--- src/rtl/ca_pkg.sv ---
// ca_pkg: shared constants and FSM encoding for the CA display/update pipeline
package ca_pkg;
    localparam int ROWS   = 75;
    localparam int ADDR_W = 7;
    localparam int GEN_W  = 16;
    typedef logic [ADDR_W-1:0] row_t;
    localparam logic [1:0] IDLE      = 2'd0;
    localparam logic [1:0] ROW_START = 2'd1;
    localparam logic [1:0] ROW_WAIT  = 2'd2;
    localparam logic [1:0] GEN_DONE  = 2'd3;
endpackage

--- src/rtl/ca_gen_scheduler_if.sv ---
// ca_gen_scheduler_if: engine handshake and shared row-memory port bundle
interface ca_gen_scheduler_if;
    import ca_pkg::*;
    logic vga_req;
    row_t vga_addr;
    logic eng_mem_req;
    row_t eng_mem_addr;
    logic eng_done;
    logic eng_start;
    row_t eng_row;
    logic eng_gnt;
    logic vga_gnt;
    row_t mem_addr;
    modport slave (
        input  vga_req, vga_addr, eng_mem_req, eng_mem_addr, eng_done,
        output eng_start, eng_row, eng_gnt, vga_gnt, mem_addr
    );
    modport master (
        output vga_req, vga_addr, eng_mem_req, eng_mem_addr, eng_done,
        input  eng_start, eng_row, eng_gnt, vga_gnt, mem_addr
    );
endinterface

--- src/rtl/ca_mem_arb.sv ---
// ca_mem_arb: fixed-priority row-memory read mux, display always wins
module ca_mem_arb
    import ca_pkg::*;
(
    input  logic vga_req_i,
    input  row_t vga_addr_i,
    input  logic eng_mem_req_i,
    input  row_t eng_mem_addr_i,
    output logic vga_gnt_o,
    output logic eng_gnt_o,
    output row_t mem_addr_o
);
    assign vga_gnt_o  = vga_req_i;
    assign eng_gnt_o  = eng_mem_req_i & ~vga_req_i;
    assign mem_addr_o = vga_req_i ? vga_addr_i : eng_mem_addr_i;
endmodule

--- src/rtl/ca_gen_scheduler.sv ---
// ca_gen_scheduler: paces row-by-row generations and swaps buffers at vblank
module ca_gen_scheduler #(
    parameter int ROWS  = ca_pkg::ROWS,
    parameter int GEN_W = ca_pkg::GEN_W
) (
    input  logic              clk,
    input  logic              rst_n,
    input  logic              init_rdy_i,
    input  logic              run_i,
    input  logic              step_i,
    input  logic [3:0]        gen_div_i,
    input  logic              vblank_start_i,
    ca_gen_scheduler_if.slave bus,
    output logic              buf_swap_o,
    output logic [GEN_W-1:0]  gen_count_o,
    output logic              busy_o,
    output logic              overrun_o
);
    import ca_pkg::*;

    logic [1:0]       state_q, state_d;
    row_t             eng_row_q, eng_row_d;
    logic [3:0]       frame_cnt_q, frame_cnt_d;
    logic             step_pend_q, step_pend_d;
    logic             eng_start_q, buf_swap_q, overrun_q;
    logic [GEN_W-1:0] gen_count_q;
    logic             vb_run, due, last_row, swap;

    ca_mem_arb u_arb (
        .vga_req_i      (bus.vga_req),
        .vga_addr_i     (bus.vga_addr),
        .eng_mem_req_i  (bus.eng_mem_req),
        .eng_mem_addr_i (bus.eng_mem_addr),
        .vga_gnt_o      (bus.vga_gnt),
        .eng_gnt_o      (bus.eng_gnt),
        .mem_addr_o     (bus.mem_addr)
    );

    assign vb_run   = init_rdy_i & run_i & vblank_start_i;
    assign due      = vb_run & (frame_cnt_q == gen_div_i);
    assign last_row = eng_row_q == ADDR_W'(ROWS - 1);
    assign swap     = (state_q == GEN_DONE) & vblank_start_i;
    assign busy_o   = state_q != IDLE;

    // frame divider: cleared when run drops, frozen while init_rdy is low
    assign frame_cnt_d = !run_i ? '0 : !vb_run ? frame_cnt_q : due ? '0 : frame_cnt_q + 4'd1;

    // generation sequencer: launch, walk the rows, then hold for the vblank swap
    always_comb begin
        state_d     = state_q;
        eng_row_d   = eng_row_q;
        step_pend_d = step_pend_q | (step_i & ~run_i & init_rdy_i);
        if (state_q == IDLE) begin
            if (init_rdy_i && (due || step_pend_q)) begin
                state_d     = ROW_START;
                eng_row_d   = '0;
                step_pend_d = 1'b0;
            end
        end else if (state_q == ROW_START) begin
            state_d = ROW_WAIT;
        end else if (state_q == ROW_WAIT) begin
            if (bus.eng_done) begin
                state_d   = last_row ? GEN_DONE : ROW_START;
                eng_row_d = last_row ? eng_row_q : eng_row_q + 1'b1;
            end
        end else if (vblank_start_i) begin
            state_d = IDLE;
        end
    end

    // state, pulses and counters; a dropped due generation latches overrun
    always_ff @(posedge clk or negedge rst_n) begin
        if (!rst_n) begin
            state_q     <= IDLE;
            eng_row_q   <= '0;
            frame_cnt_q <= '0;
            step_pend_q <= 1'b0;
            eng_start_q <= 1'b0;
            buf_swap_q  <= 1'b0;
            gen_count_q <= '0;
            overrun_q   <= 1'b0;
        end else begin
            state_q     <= state_d;
            eng_row_q   <= eng_row_d;
            frame_cnt_q <= frame_cnt_d;
            step_pend_q <= step_pend_d;
            eng_start_q <= state_q == ROW_START;
            buf_swap_q  <= swap;
            gen_count_q <= gen_count_q + GEN_W'(swap);
            overrun_q   <= overrun_q | (due & busy_o);
        end
    end

    assign bus.eng_start = eng_start_q;
    assign bus.eng_row   = eng_row_q;
    assign buf_swap_o    = buf_swap_q;
    assign gen_count_o   = gen_count_q;
    assign overrun_o     = overrun_q;
endmodule
--- src/flat_wrapper.sv ---
// flat-port wrapper written by rule: the top's interface ports become plain ports
module ca_gen_scheduler_flat import ca_pkg::*;
#(
    parameter int ROWS  = ca_pkg::ROWS,
    parameter int GEN_W = ca_pkg::GEN_W
)
  (clk, rst_n, init_rdy_i, run_i, step_i, gen_div_i, vblank_start_i, buf_swap_o, gen_count_o, busy_o, overrun_o, bus_vga_req, bus_vga_addr, bus_eng_mem_req, bus_eng_mem_addr, bus_eng_done, bus_eng_start, bus_eng_row, bus_eng_gnt, bus_vga_gnt, bus_mem_addr);
  ca_gen_scheduler_if bus_i ();
  input  logic clk;
  input  logic rst_n;
  input  logic init_rdy_i;
  input  logic run_i;
  input  logic step_i;
  input  logic [3:0] gen_div_i;
  input  logic vblank_start_i;
  output logic buf_swap_o;
  output logic [GEN_W-1:0] gen_count_o;
  output logic busy_o;
  output logic overrun_o;
  input wire logic [$bits(bus_i.vga_req)-1:0] bus_vga_req;
  input wire logic [$bits(bus_i.vga_addr)-1:0] bus_vga_addr;
  input wire logic [$bits(bus_i.eng_mem_req)-1:0] bus_eng_mem_req;
  input wire logic [$bits(bus_i.eng_mem_addr)-1:0] bus_eng_mem_addr;
  input wire logic [$bits(bus_i.eng_done)-1:0] bus_eng_done;
  output wire logic [$bits(bus_i.eng_start)-1:0] bus_eng_start;
  output wire logic [$bits(bus_i.eng_row)-1:0] bus_eng_row;
  output wire logic [$bits(bus_i.eng_gnt)-1:0] bus_eng_gnt;
  output wire logic [$bits(bus_i.vga_gnt)-1:0] bus_vga_gnt;
  output wire logic [$bits(bus_i.mem_addr)-1:0] bus_mem_addr;
  assign bus_i.vga_req = bus_vga_req;
  assign bus_i.vga_addr = bus_vga_addr;
  assign bus_i.eng_mem_req = bus_eng_mem_req;
  assign bus_i.eng_mem_addr = bus_eng_mem_addr;
  assign bus_i.eng_done = bus_eng_done;
  assign bus_eng_start = bus_i.eng_start;
  assign bus_eng_row = bus_i.eng_row;
  assign bus_eng_gnt = bus_i.eng_gnt;
  assign bus_vga_gnt = bus_i.vga_gnt;
  assign bus_mem_addr = bus_i.mem_addr;
  ca_gen_scheduler #(.ROWS(ROWS), .GEN_W(GEN_W)) u_core (.clk(clk), .rst_n(rst_n), .init_rdy_i(init_rdy_i), .run_i(run_i), .step_i(step_i), .gen_div_i(gen_div_i), .vblank_start_i(vblank_start_i), .bus(bus_i), .buf_swap_o(buf_swap_o), .gen_count_o(gen_count_o), .busy_o(busy_o), .overrun_o(overrun_o));
endmodule
--- config.mk ---
export PLATFORM = sky130hd
export DESIGN_NAME = ca_gen_scheduler_flat
export DESIGN_NICKNAME = d
export VERILOG_FILES = /design/src/rtl/ca_pkg.sv /design/src/rtl/ca_gen_scheduler_if.sv /design/src/rtl/ca_mem_arb.sv /design/src/rtl/ca_gen_scheduler.sv /design/src/flat_wrapper.sv
export SDC_FILE = /design/constraint.sdc
export NUM_CORES = 1
export LEC_CHECK = 0
export ABC_AREA = 1
export CORE_MARGIN = 4
export CORE_UTILIZATION = 45
export DETAILED_ROUTE_END_ITERATION = 10
export GPL_TIMING_DRIVEN = 0
export MAX_ROUTING_LAYER = met4
export PLACE_DENSITY = 0.8
export SLEW_MARGIN = 40
export SYNTH_ARGS = -nofsm -noshare
export SYNTH_HDL_FRONTEND = slang
export SYNTH_SLANG_ARGS = --single-unit
--- constraint.sdc ---
create_clock -name clk -period 2.17 [get_ports clk]
set_input_delay 0.651 -clock clk [delete_from_list [all_inputs] [get_ports clk]]
set_output_delay 0.651 -clock clk [all_outputs]
set_load 0.01 [all_outputs]
; ---- Yosys cells after proc, flatten, opt, wreduce, memory -nomap -nowiden
; Cells that the tools add are included.
[totals]
in_bits = 27
elab_cells = 61
reg_bits = 33
out_inout_bits = 36
[op_classes]
reduce_logical = 9
add_sub_neg = 3
bitwise_logic = 12
n_mux = 19
eq_ne = 10
[ops]
columns = op, n
row1 = $mux W7, 7
row2 = $add A16 B1 Y16, 1
row3 = $mux W2, 7
row4 = $mux W4, 3
row5 = $and A1 B1 Y1, 8
row6 = $add A7 B1 Y7 const B, 1
row7 = $eq A7 B7 Y1 const B, 1
row8 = $reduce_bool A2 Y1, 3
row9 = $reduce_and A5 Y1, 1
row10 = $add A4 B1 Y4 const B, 1
row11 = $eq A2 B2 Y1 const B, 2
row12 = $eq A4 B4 Y1, 1
row13 = $ne A2 B1 Y1 const B, 2
row14 = $ne A2 B2 Y1 const B, 2
row15 = $ne A4 B2 Y1 const B, 1
row16 = $reduce_bool A4 Y1, 1
row17 = $reduce_and A3 Y1, 1
row18 = $eq A2 B1 Y1 const B, 1
row19 = $logic_not A2 Y1, 1
row20 = $mux W1, 2
row21 = $not A1 Y1, 2
row22 = $or A1 B1 Y1, 2
row23 = $logic_and A1 B1 Y1, 1
row24 = $logic_or A1 B1 Y1, 1

; ---- Depth between registers and ports, before layout
[depth]
depth_word = 7
depth_mapped = 10
depth_no_buf = 10

; ---- Hierarchy
; From an unflattened synthesis, not the netlist that was laid out.
[hier_totals]
hier_cells = 226
area_unflattened_um2 = 1859.3
[modules_own_cells]
columns = mod, area_per_inst_um2, cells_each, instances
row1 = ca_gen_scheduler, 1750.4, 200, 1
row2 = ca_mem_arb, 108.9, 26, 1

; ---- Worst setup path before layout
; Ideal clock, no wire load.
[synth_timing]
path_type = input to register
from = input port vblank_start_i
to = register u_core.gen_count_q[12] (netlist: u_core.gen_count_o[12])
t_arrival_ps = 1955
setup_ps = 79
slack_ps = 136
stages = 9
t_required_ps = 2091
path_cell_list = inv_1 nor3_1 ha_1 ha_1 nand3_1 nor2_1 nand3_1 nor2_1 xor2_1
[synth_via]
elab_chain_len = 2
[synth_rtl]
columns = item, line
row1 = "start, declared", flat_wrapper.sv:15  ; input logic vblank_start_i;
row2 = $and A1 B1 Y1, ca_gen_scheduler.sv:42  ; assign swap = (state_q == GEN_DONE) & vblank_start_i;
row3 = via u_core.swap, ca_gen_scheduler.sv:27  ; logic vb_run, due, last_row, swap;
row4 = $add A16 B1 Y16, ca_gen_scheduler.sv:89  ; gen_count_q <= gen_count_q + GEN_W'(swap);
row5 = "end signal, assigned", ca_gen_scheduler.sv:89
row6 = "end, declared", ca_gen_scheduler.sv:26  ; logic [GEN_W-1:0] gen_count_q;
; The timed path passes the listed nets, and every way through them passes these cells.
; A chain may end at the register's enable or synchronous reset.

; ---- Worst setup path in the final report
[layout_timing]
from = input port bus_eng_mem_addr[3]
to = output port bus_mem_addr[3]
[layout_via]
elab_chain_len = 1
[layout_rtl]
columns = item, line
row1 = "start, declared", flat_wrapper.sv:23  ; input wire logic [$bits(bus_i.eng_mem_addr)-1:0] bus_eng_mem_addr;
row2 = $mux W7, ca_mem_arb.sv:15  ; assign mem_addr_o = vga_req_i ? vga_addr_i : eng_mem_addr_i;
row3 = "end, declared", flat_wrapper.sv:29  ; output wire logic [$bits(bus_i.mem_addr)-1:0] bus_mem_addr;
; Every way passes these cells.

==> results by group <==
Logic synthesis
  • Fraction of post-synthesis cell area in the top cell type by area: 0.4521
  • Average footprint of a synthesized cell: between 8 and 9 µm²
  • Simple logic cell fraction of the synthesized area: 0.2733
  • Synth Area in Compound Gates: 0.04315
  • Synth Area in Adders: 0.03425
  • Flops & latches, synth: 33
  • Xor and xnor area share after synthesis: 0.07671
  • Post-synthesis cell type count: 35
  • Number of cells produced by synthesis: between 200 and 250
  • Mapped Nets: ~240
  • Mapped cell area: between 1500 and 2000 µm²
  • Post-synthesis sequential area ratio: 0.4521
  • Warnings from Yosys: 0
  • Area leader, netlist: sky130_fd_sc_hd__dfrtp_1
  • Multiplexer area fraction after synthesis: 0.04315
  • Leading cell types by total area after synthesis: sky130_fd_sc_hd__dfrtp_1 45%, sky130_fd_sc_hd__nand2_1 8.0%, sky130_fd_sc_hd__inv_1 6.4%
  • Largest family of logic cells by synthesized area: simple AND/OR/NAND/NOR gates

Global route
  • Overall overflow remaining after global route: 0
  • Antenna violations before repair: 0
  • Vias in the first global route: ~1.7k
  • Wire length of the first global-routing pass: 7603 µm
  • Total Routing Usage GR: 0.1938
  • Largest net degree at the start of global routing: 25

Timing
  • Highest clock frequency the design can meet: ~480 MHz
  • Final setup violation count: 0
  • Post-route clock period utilization: 0.9696
  • RSZ-0062 raised after global routing: no
  • Worst Max-Slew Pin Slew: ~0.27 ns
  • Least setup slack across all paths after layout: approximately 0.066 ns
  • Number of pins exceeding their max-slew limit in the final report: 0
  • Worst hold slack: between 0.2 and 0.25 ns
  • Final setup TNS: 0 ns
  • Worst-case clock skew: between 0.005 and 0.006 ns
  • Count of endpoints failing hold in the final timing report: 0
  • Headroom to the max-slew limit: 0.8178
  • Final critical delay including setup and external delays: about 2.1 ns

Critical path
  • FF-to-FF path depth: 9
  • Logic depth of the worst setup path including buffers: 3
  • Cell breakdown of the critical path: clkdlybuf4s50_1 -> mux2_2 -> buf_2
  • Crit path buffers/inverters: 2
  • Arrival time at the worst endpoint: about 1.5 ns
  • Critical path endpoint category: primary output
  • Kind of start point of the critical path: primary input
  • Worst Path Required: around 1.5 ns
  • CP Class: in2out
  • Cell with the largest stage delay on the worst path: sky130_fd_sc_hd__clkdlybuf4s50_1
  • Family of cells with the greatest summed delay on the critical path: buffers and inverters
  • Maximum single-stage delay on the critical path: roughly 0.4 ns
  • Crit Path Max Fanout: 1

Floorplan
  • Count of pins on the block boundary: 63
  • Die X-Extent: just over 70 µm
  • Placeable core region: between 3000 and 4000 µm²
  • Die Height: approximately 72 µm
  • Site row count: 22
  • Area of the die: ~5000 µm²
  • Initial Util: 0.4809

Power and ir drop
  • LEAKAGE: 1.311 nW
  • Largest vdd supply drop: roughly 0.00069 V
  • Total power density per cell area: slightly below 700 nW/µm²

Layout
  • Finished Cell Area: ~2700 µm²
  • Fraction of layout instances using a drive strength above 1: 0.1908
  • Utilization after layout: 0.7009
  • Area Overhead vs Synth: 45.75%
  • Ant. Diodes: 0
  • Net total in the final layout: between 300 and 400

Placed design
  • Post-detailed-placement half-perimeter wirelength: between 3000 and 4000 µm
  • Cell area reported after detailed placement: around 2500 µm²
  • Place WS: -0.6358 ns
  • Global placer's final weighted congestion: approximately 0.84
  • Number of buffers inserted by port buffering: 61

Status
  • Outcome: finished, final reports clean

CTS
  • Count of hold buffers inserted by post-cts repair: 0
  • Number of clock buffers inserted by TritonCTS: 5
  • Clock latency reported for the late side of the worst-skew pair: 0.28 ns
  • Maximum buffer depth of the clock tree: 2
  • Clock transition at path regs: approximately 0.07 ns
  • Root cell of the clock tree: sky130_fd_sc_hd__clkbuf_8
  • Clock tree from TritonCTS: done
  • Number of clock sinks: 33
  • Maximum level of the CTS H-tree: 2

Worst hold path
  • Hold Crit Class: in2async

Drt
  • First drt pass iteration count: 4
  • Vias: approximately 1.6k
  • Routed WL: roughly 4400 µm
  • Final routed wire length divided by cell count: around 13 µm
  • Initial DRC count: 70
  • Post-route DRC: 0
  • Drt via density: between 4 and 5
  • Antenna-violating nets left: 0

Job
  • Number of maximum-capacitance violations: 0
[state kept, by name, summed over array words and instances, names as in the netlist]
register,count
u_core.bus.eng_start,1
u_core.frame_cnt_q,4
u_core.buf_swap_o,1
u_core.step_pend_q,1
u_core.gen_count_o,16
u_core.bus.eng_row,7
u_core.state_q,2
u_core.overrun_o,1
[per-layer routing]
| layer | share of wire | wire (µm) | vias up | global-route usage |
|---|---|---|---|---|
| met3 | 0.058 | 253 | 4 | 0.05610 |
| met5 | 0 | 0 | - | - |
| met4 | 0.011 | 48 | 0 | 0.05428 |
| met1 | 0.46 | 2035 | 742 | 0.2421 |
| met2 | 0.47 | 2062 | 48 | 0.3061 |
| li1 | - | - | 814 | - |
[timing repair]
item | in CTS | in global routing
gates resized for setup | 37 | 6
hold endpoints to repair | 0 | 0
setup buffers | 8 | 0
setup endpoints to repair | 19 | 3
pin swaps | 7 | 1
[Yosys cell counts]
cell type                  instances
sky130_fd_sc_hd__nand2_1          39
sky130_fd_sc_hd__dfrtp_1          33
sky130_fd_sc_hd__inv_1            31
sky130_fd_sc_hd__nand3_1          19
sky130_fd_sc_hd__nor2_1           14
sky130_fd_sc_hd__xnor2_1           8
sky130_fd_sc_hd__xor2_1            8
sky130_fd_sc_hd__mux2_2            7
sky130_fd_sc_hd__o21ai_0           6
sky130_fd_sc_hd__ha_1              5
sky130_fd_sc_hd__nor3_1            5
sky130_fd_sc_hd__nand4_1           4
sky130_fd_sc_hd__nand3_2           3
sky130_fd_sc_hd__nor3b_1           2
sky130_fd_sc_hd__a21oi_1           1
sky130_fd_sc_hd__a31oi_1           1
sky130_fd_sc_hd__and3_1            1
sky130_fd_sc_hd__buf_4             1
sky130_fd_sc_hd__clkbuf_1          1
sky130_fd_sc_hd__clkbuf_8          1
sky130_fd_sc_hd__nand2_2           1
sky130_fd_sc_hd__nand2_4           1
sky130_fd_sc_hd__nand3_4           1
sky130_fd_sc_hd__nand3b_1          1
sky130_fd_sc_hd__nand4_2           1
sky130_fd_sc_hd__nor2_2            1
sky130_fd_sc_hd__nor2_4            1
sky130_fd_sc_hd__nor3b_4           1
sky130_fd_sc_hd__o21a_1            1
sky130_fd_sc_hd__o21ai_2           1
sky130_fd_sc_hd__o21bai_1          1
sky130_fd_sc_hd__o22ai_1           1
sky130_fd_sc_hd__o31ai_1           1
sky130_fd_sc_hd__or2_0             1
sky130_fd_sc_hd__or2_2             1
[placed cells by master (no fill, tap or decap), types with 5 or more instances in the layout]
cell type	instances
sky130_fd_sc_hd__nor2_1	12
sky130_fd_sc_hd__mux2_2	7
sky130_fd_sc_hd__xor2_1	8
sky130_fd_sc_hd__buf_4	9
sky130_fd_sc_hd__clkdlybuf4s50_1	51
sky130_fd_sc_hd__nand3_1	17
sky130_fd_sc_hd__inv_1	31
sky130_fd_sc_hd__buf_2	8
sky130_fd_sc_hd__dfrtp_1	33
sky130_fd_sc_hd__xnor2_1	8
sky130_fd_sc_hd__clkbuf_8	6
sky130_fd_sc_hd__o21ai_0	5
sky130_fd_sc_hd__nand2_1	39
[stage by stage]
stage | instances | total power, mW
finish | 331 | 1.820
global placement | 314 | 1.329
detailed placement | 315 | 1.353
global route | 331 | 1.953
floorplan | 205 | 1.066
CTS | 331 | 1.841
[cell type report]
class	count	area [µm²]
fillers	310	1136
multi-input cells	138	899.6
flip-flops and latches	33	825.8
repair buffers	70	651.9
inverters	31	116.4
clock buffers	6	72.57
well taps	48	60.06
plain buffers	3	26.28
clock inverters	2	10.01
[kinds of logic after synthesis]
family	after synthesis
buf+inv	34
fa+ha+maj	5
flops	33
xor+xnor	16
simple gates	97
compound gates	13
mux	7
[path summary, 6_finish.rpt]
path | end | slack [ns] | from
setup / recovery | bus_mem_addr[3] | 0.07 | bus_eng_mem_addr[3]
hold / removal | u_core.gen_count_o[3] | 0.24 | rst_n
setup reg to reg | u_core.gen_count_o[14] | 0.19 | u_core.state_q[0]
hold reg to reg | u_core.gen_count_o[14] | 0.49 | u_core.gen_count_o[14]
max in group asynchronous | u_core.gen_count_o[12] | 1.54 | rst_n
min in group clk | u_core.gen_count_o[14] | 0.49 | u_core.gen_count_o[14]
[power by group]
part           total (mW)  leakage, nW  internal, mW  switching [mW]
Clock               0.441       0.0450         0.222           0.219
Combinational       0.598        0.820         0.302           0.296
Sequential          0.781        0.446         0.695          0.0861
Total                1.82         1.31          1.22           0.601
(Power assumes the default switching activity.)
